[src/rtl/parity_tx_ctrl_if.sv]
// Word-in / bit-out bundle for parity_tx_ctrl: producer handshake plus serial link and status.
// master = producer/link side, slave = controller side.
interface parity_tx_ctrl_if #(
    parameter int DATA_W = 4
) ();
    logic              in_valid;
    logic [DATA_W-1:0] in_data;
    logic              in_ready;
    logic              ser_out;
    logic              ser_valid;
    logic              frame_start;
    logic              frame_end;
    logic              parity_bit;
    logic              busy;

    modport master (
        output in_valid, in_data,
        input  in_ready, ser_out, ser_valid, frame_start, frame_end, parity_bit, busy
    );

    modport slave (
        input  in_valid, in_data,
        output in_ready, ser_out, ser_valid, frame_start, frame_end, parity_bit, busy
    );
endinterface

[src/rtl/parity_tx_ctrl.sv]
// Frame scheduler: accepts a word, shifts it out LSB-first, then appends its parity bit.
// Optional PARITY_ERR_INJ_EN adds err_inject to invert the parity of the frame accepted with it.
module parity_tx_ctrl #(
    parameter int DATA_W     = 4,
    parameter bit ODD_PARITY = 1'b0
) (
    input  logic             clk,
    input  logic             rst,
    parity_tx_ctrl_if.slave  bus
`ifdef PARITY_ERR_INJ_EN
    ,
    input  logic             err_inject
`endif
);
    localparam int CNT_W = (DATA_W > 1) ? $clog2(DATA_W) : 1;
    localparam logic [CNT_W-1:0] LAST_BIT = CNT_W'(DATA_W - 1);

    typedef enum logic [1:0] {
        IDLE = 2'd0,
        DATA = 2'd1,
        PAR  = 2'd2
    } state_t;

    state_t            state_reg, state_next;
    logic [DATA_W-1:0] shift_reg, shift_next;
    logic [CNT_W-1:0]  count_reg, count_next;
    logic              parity_reg, parity_next;

    logic in_ready;
    logic accept;
    logic inject;
    logic new_parity;

`ifdef PARITY_ERR_INJ_EN
    assign inject = err_inject;
`else
    assign inject = 1'b0;
`endif

    // PAR also accepts so consecutive frames abut with no idle cycle.
    assign in_ready     = !rst && ((state_reg == IDLE) || (state_reg == PAR));
    assign accept       = bus.in_valid && in_ready;
    assign new_parity   = (^bus.in_data) ^ ODD_PARITY ^ inject;
    assign bus.in_ready = in_ready;

    always_ff @(posedge clk) begin
        if (rst) begin
            state_reg  <= IDLE;
            shift_reg  <= '0;
            count_reg  <= '0;
            parity_reg <= 1'b0;
        end else begin
            state_reg  <= state_next;
            shift_reg  <= shift_next;
            count_reg  <= count_next;
            parity_reg <= parity_next;
        end
    end

    always_comb begin
        state_next  = state_reg;
        shift_next  = shift_reg;
        count_next  = count_reg;
        parity_next = parity_reg;
        case (state_reg)
            IDLE: state_next = IDLE;
            DATA: begin
                shift_next = shift_reg >> 1;
                count_next = count_reg + CNT_W'(1);
                if (count_reg == LAST_BIT) begin
                    state_next = PAR;
                end
            end
            PAR:     state_next = IDLE;
            default: state_next = IDLE;
        endcase
        // accept can only be true in IDLE or PAR, so it overrides those transitions
        if (accept) begin
            state_next  = DATA;
            shift_next  = bus.in_data;
            count_next  = '0;
            parity_next = new_parity;
        end
    end

    // Outputs are pure decodes of registered state, so they change only on clock edges.
    always_comb begin
        bus.ser_out     = 1'b0;
        bus.ser_valid   = 1'b0;
        bus.frame_start = 1'b0;
        bus.frame_end   = 1'b0;
        bus.busy        = (state_reg != IDLE);
        bus.parity_bit  = parity_reg;
        case (state_reg)
            DATA: begin
                bus.ser_valid   = 1'b1;
                bus.ser_out     = shift_reg[0];
                bus.frame_start = (count_reg == '0);
            end
            PAR: begin
                bus.ser_valid = 1'b1;
                bus.ser_out   = parity_reg;
                bus.frame_end = 1'b1;
            end
            default: ;
        endcase
    end
endmodule
[src/flat_wrapper.sv]
// flat-port wrapper written by rule: the top's interface ports become plain ports
module parity_tx_ctrl_flat 
#(
    parameter int DATA_W     = 4,
    parameter bit ODD_PARITY = 1'b0
)
  (clk, rst, bus_in_valid, bus_in_data, bus_in_ready, bus_ser_out, bus_ser_valid, bus_frame_start, bus_frame_end, bus_parity_bit, bus_busy);
  parity_tx_ctrl_if #(.DATA_W(DATA_W)) bus_i ();
  input  logic clk;
  input  logic rst;
  input wire logic [$bits(bus_i.in_valid)-1:0] bus_in_valid;
  input wire logic [$bits(bus_i.in_data)-1:0] bus_in_data;
  output wire logic [$bits(bus_i.in_ready)-1:0] bus_in_ready;
  output wire logic [$bits(bus_i.ser_out)-1:0] bus_ser_out;
  output wire logic [$bits(bus_i.ser_valid)-1:0] bus_ser_valid;
  output wire logic [$bits(bus_i.frame_start)-1:0] bus_frame_start;
  output wire logic [$bits(bus_i.frame_end)-1:0] bus_frame_end;
  output wire logic [$bits(bus_i.parity_bit)-1:0] bus_parity_bit;
  output wire logic [$bits(bus_i.busy)-1:0] bus_busy;
  assign bus_i.in_valid = bus_in_valid;
  assign bus_i.in_data = bus_in_data;
  assign bus_in_ready = bus_i.in_ready;
  assign bus_ser_out = bus_i.ser_out;
  assign bus_ser_valid = bus_i.ser_valid;
  assign bus_frame_start = bus_i.frame_start;
  assign bus_frame_end = bus_i.frame_end;
  assign bus_parity_bit = bus_i.parity_bit;
  assign bus_busy = bus_i.busy;
  parity_tx_ctrl #(.DATA_W(DATA_W), .ODD_PARITY(ODD_PARITY)) u_core (.clk(clk), .rst(rst), .bus(bus_i));
endmodule
[config.mk]
export PLATFORM = sky130hd
export DESIGN_NAME = parity_tx_ctrl_flat
export DESIGN_NICKNAME = d
export VERILOG_FILES = /design/src/rtl/parity_tx_ctrl_if.sv /design/src/rtl/parity_tx_ctrl.sv /design/src/flat_wrapper.sv
export SDC_FILE = /design/constraint.sdc
export NUM_CORES = 1
export LEC_CHECK = 0
export ABC_AREA = 1
export CAP_MARGIN = 20
export CORE_AREA = 2 2 39 41
export CTS_CLUSTER_DIAMETER = 200
export DETAILED_ROUTE_END_ITERATION = 8
export DIE_AREA = 0 0 41 43
export PLACE_DENSITY = 0.81
export SYNTH_ARGS = -nofsm -noshare
export SYNTH_HDL_FRONTEND = slang
export SYNTH_SLANG_ARGS = --single-unit
[constraint.sdc]
create_clock -name clk -period 1.55 [get_ports clk]
set_input_delay 0.155 -clock clk [delete_from_list [all_inputs] [get_ports clk]]
set_output_delay 0.155 -clock clk [all_outputs]
set_load 0.1 [all_outputs]
==> run summary <==
Startpoint Class -> flop
Largest register FFs -> 4
Hold WC Path Type -> flop to flop
status -> complete, no violations
Syn Area/Cell -> 6.503 um^2
Yosys warnings -> 0
Synth area leader -> dfxtp_1
Crit path depth -> 4
drt total wl -> 1175 um
Lkg Pwr -> 0.3921 nW
Root Driver -> clkbuf_4
Crit-path slowest cell -> dfxtp_4
Critical Path Start -> u_core.state_reg[0]
clock slew at reported path FFs -> 60 ps
total CTS buffers -> 3
post-CTS setup buffers -> 0
Top delay family on crit path -> flip-flops
Mapped Area -> 559.3 um^2
area grow syn2layout -> 57.27%
Tmin final -> 1499 ps
RSZ-0062 raised after global routing -> no
worst skew pair latency -> 250 ps
async set or reset register ratio after synthesis -> 0%
H-tree depth -> 1
Die Area -> 1763 um^2
antenna diode count -> 0
WL met2 -> 660 um
Critical R2R Capture -> u_core.shift_reg[3]
CP Buf/Inv Count -> 2
max cap viols -> 0
Metal-1 WL -> 456 um
TritonRoute pass-1 iters -> 4
post-synth top area share -> 32.21%
Post-Layout Cell Count -> 119
final core utilization -> 63.56%
worst reg2reg path depth -> 8
number of global-route vias before repair -> 508
met3 WL -> 57 um
worst-path cell chain -> inv_2, ha_4, a21boi_4, buf_12
critical hold path startpoint -> u_core.shift_reg[2]
# fillers -> 119
core area -> 1384 um^2
Ports -> 14
Vias/cell -> 4.815
vias -> 573
Net Count, Synth -> 98
final net count -> 116
worst slew pin tran -> 196.2 ps
Cells after Synth -> 86
critical path peak fanout -> 3
post-route design area -> 879.6 um^2
chip height -> 43 um
worst clock skew -> 2.929 ps
top cells by area, synth -> dfxtp_1 (32%), nand2_1 (21%), ha_1 (11%)
first-pass GRT wire length -> 1959 um
Worst EP required -> 1390 ps
Placed Cells -> 115
hold path cells -> 2
Slew HR -> 86.87%
Max Freq -> 0.6670 GHz
Max Slew Vio Count -> 0
clock sinks -> 9
Max VDD drop -> 0.4635 mV
port buffer count -> 13
Synth Flop Type -> dfxtp_1
Crit path arrival time -> 1340 ps
Starting Density -> 40.42%
largest net degree at the start of global routing -> 12
post-DP HPWL -> 953.8 um
Worst Path Class, Setup -> flop to primary output
share of layout cells above drive strength 1 -> 25.24%
Overflow after GRT -> 0
hold_buf cts -> 0
most instantiated library cell after synthesis -> nand2_1
Placement Cell Area -> 832.0 um^2
CTS tree -> yes
CP peak stage delay -> 370 ps
number of core rows -> 14
Chip Width -> 41 um
sequential area share after synthesis -> 32.21%
DRC violations left -> 0
critical path capture point type -> primary output
Bufs on Longest Clock Path -> 2
Hold Fails Final Rpt -> 0
Final Wtd Congestion -> 0.8198
Final Setup Violations -> 0
Post-synth EDFFs -> 0
crit share post-route -> 96.73%
commonest cells in the netlist -> nand2_1 (31), inv_1 (14), dfxtp_1 (9)
flop-to-flop setup slack -> 160 ps
DR iter-0 viols -> 25
Global Route Usage Sum -> 16.40%
initial antenna violation count -> 0
cell area power density -> 772.5 nW/um^2
uppermost routed layer -> met3
Synth cell types -> 15
r2r startpoint -> u_core.state_reg[1]
synthesized flop and latch total -> 9
Wirelength per Cell -> 9.874 um
Hold Path End -> u_core.shift_reg[2]
post-route antenna net violation count -> 0
## cell type report
class	instances	area, um^2	area share (%)
flip-flops and latches	9	188.9	21.48
clock buffers	4	26.28	2.987
well taps	16	20.02	2.276
multi-input cells	60	365.4	41.54
inverters	15	60.06	6.828
repair buffers	15	219.0	24.89
## cells in the final DEF, fill, tap and decap left out, types with 2 or more instances in the layout
cell,netlist,routed
nand3_1,5,5
clkdlybuf4s50_1,0,6
dfxtp_4,0,2
ha_4,0,3
a21oi_1,7,7
ha_1,5,2
clkbuf_4,0,3
inv_2,1,3
nand4_1,3,3
inv_1,14,11
nand2_1,31,30
buf_12,0,7
nor2_1,5,4
dfxtp_1,9,6
## per-layer routing
metal,global-route usage (%),up-vias
met5,0,-
met4,6.667,0
met3,4.712,0
met2,28.75,21
met1,16.83,252
li1,-,300
## per-stage QoR
stage               setup WS [ps]  power [mW]  hold WS [ps]  TNS (ps)
floorplan                  -137.6      0.4255         224.1     -1153
global placement            271.8      0.5071         470.9         0
detailed placement          237.5      0.5130         480.0         0
CTS                         42.76      0.6830         487.9         0
global route                10.36      0.7184         523.7         0
finish                      50.76      0.6795         488.8         0
## cell families after synthesis
| family | Yosys count | synth area share [%] |
|---|---|---|
| adders and majority gates | 5 | 11.19 |
| buffers and inverters | 17 | 12.97 |
| AOI/OAI and AO/OA | 10 | 9.843 |
| and+or+nand+nor | 45 | 33.78 |
| DFF | 9 | 32.21 |
## power by group
part           internal [mW]  switching (mW)  total (mW)
clock network         0.0984          0.0700       0.168
registers              0.245          0.0130       0.258
logic                 0.0976           0.156       0.253
## worst min-delay path, stage by stage (launching register included)
cell and delay, ps:
dfxtp_1 310, nand3_1 70, a21oi_1 60
## worst max-delay path by stage
stage	to	slack, ps
floorplan	u_core.shift_reg[0]	-140
global placement	u_core.shift_reg[3]	270
detailed placement	u_core.shift_reg[3]	240
CTS	bus_ser_out	40
global route	bus_ser_out	10
finish	bus_ser_out	50
## what timing repair did
action	4_1_cts	5_1_grt
hold endpoints to repair	0	0
setup endpoints to repair	0	1
gates resized for setup	0	5
(Power assumes the default switching activity.)
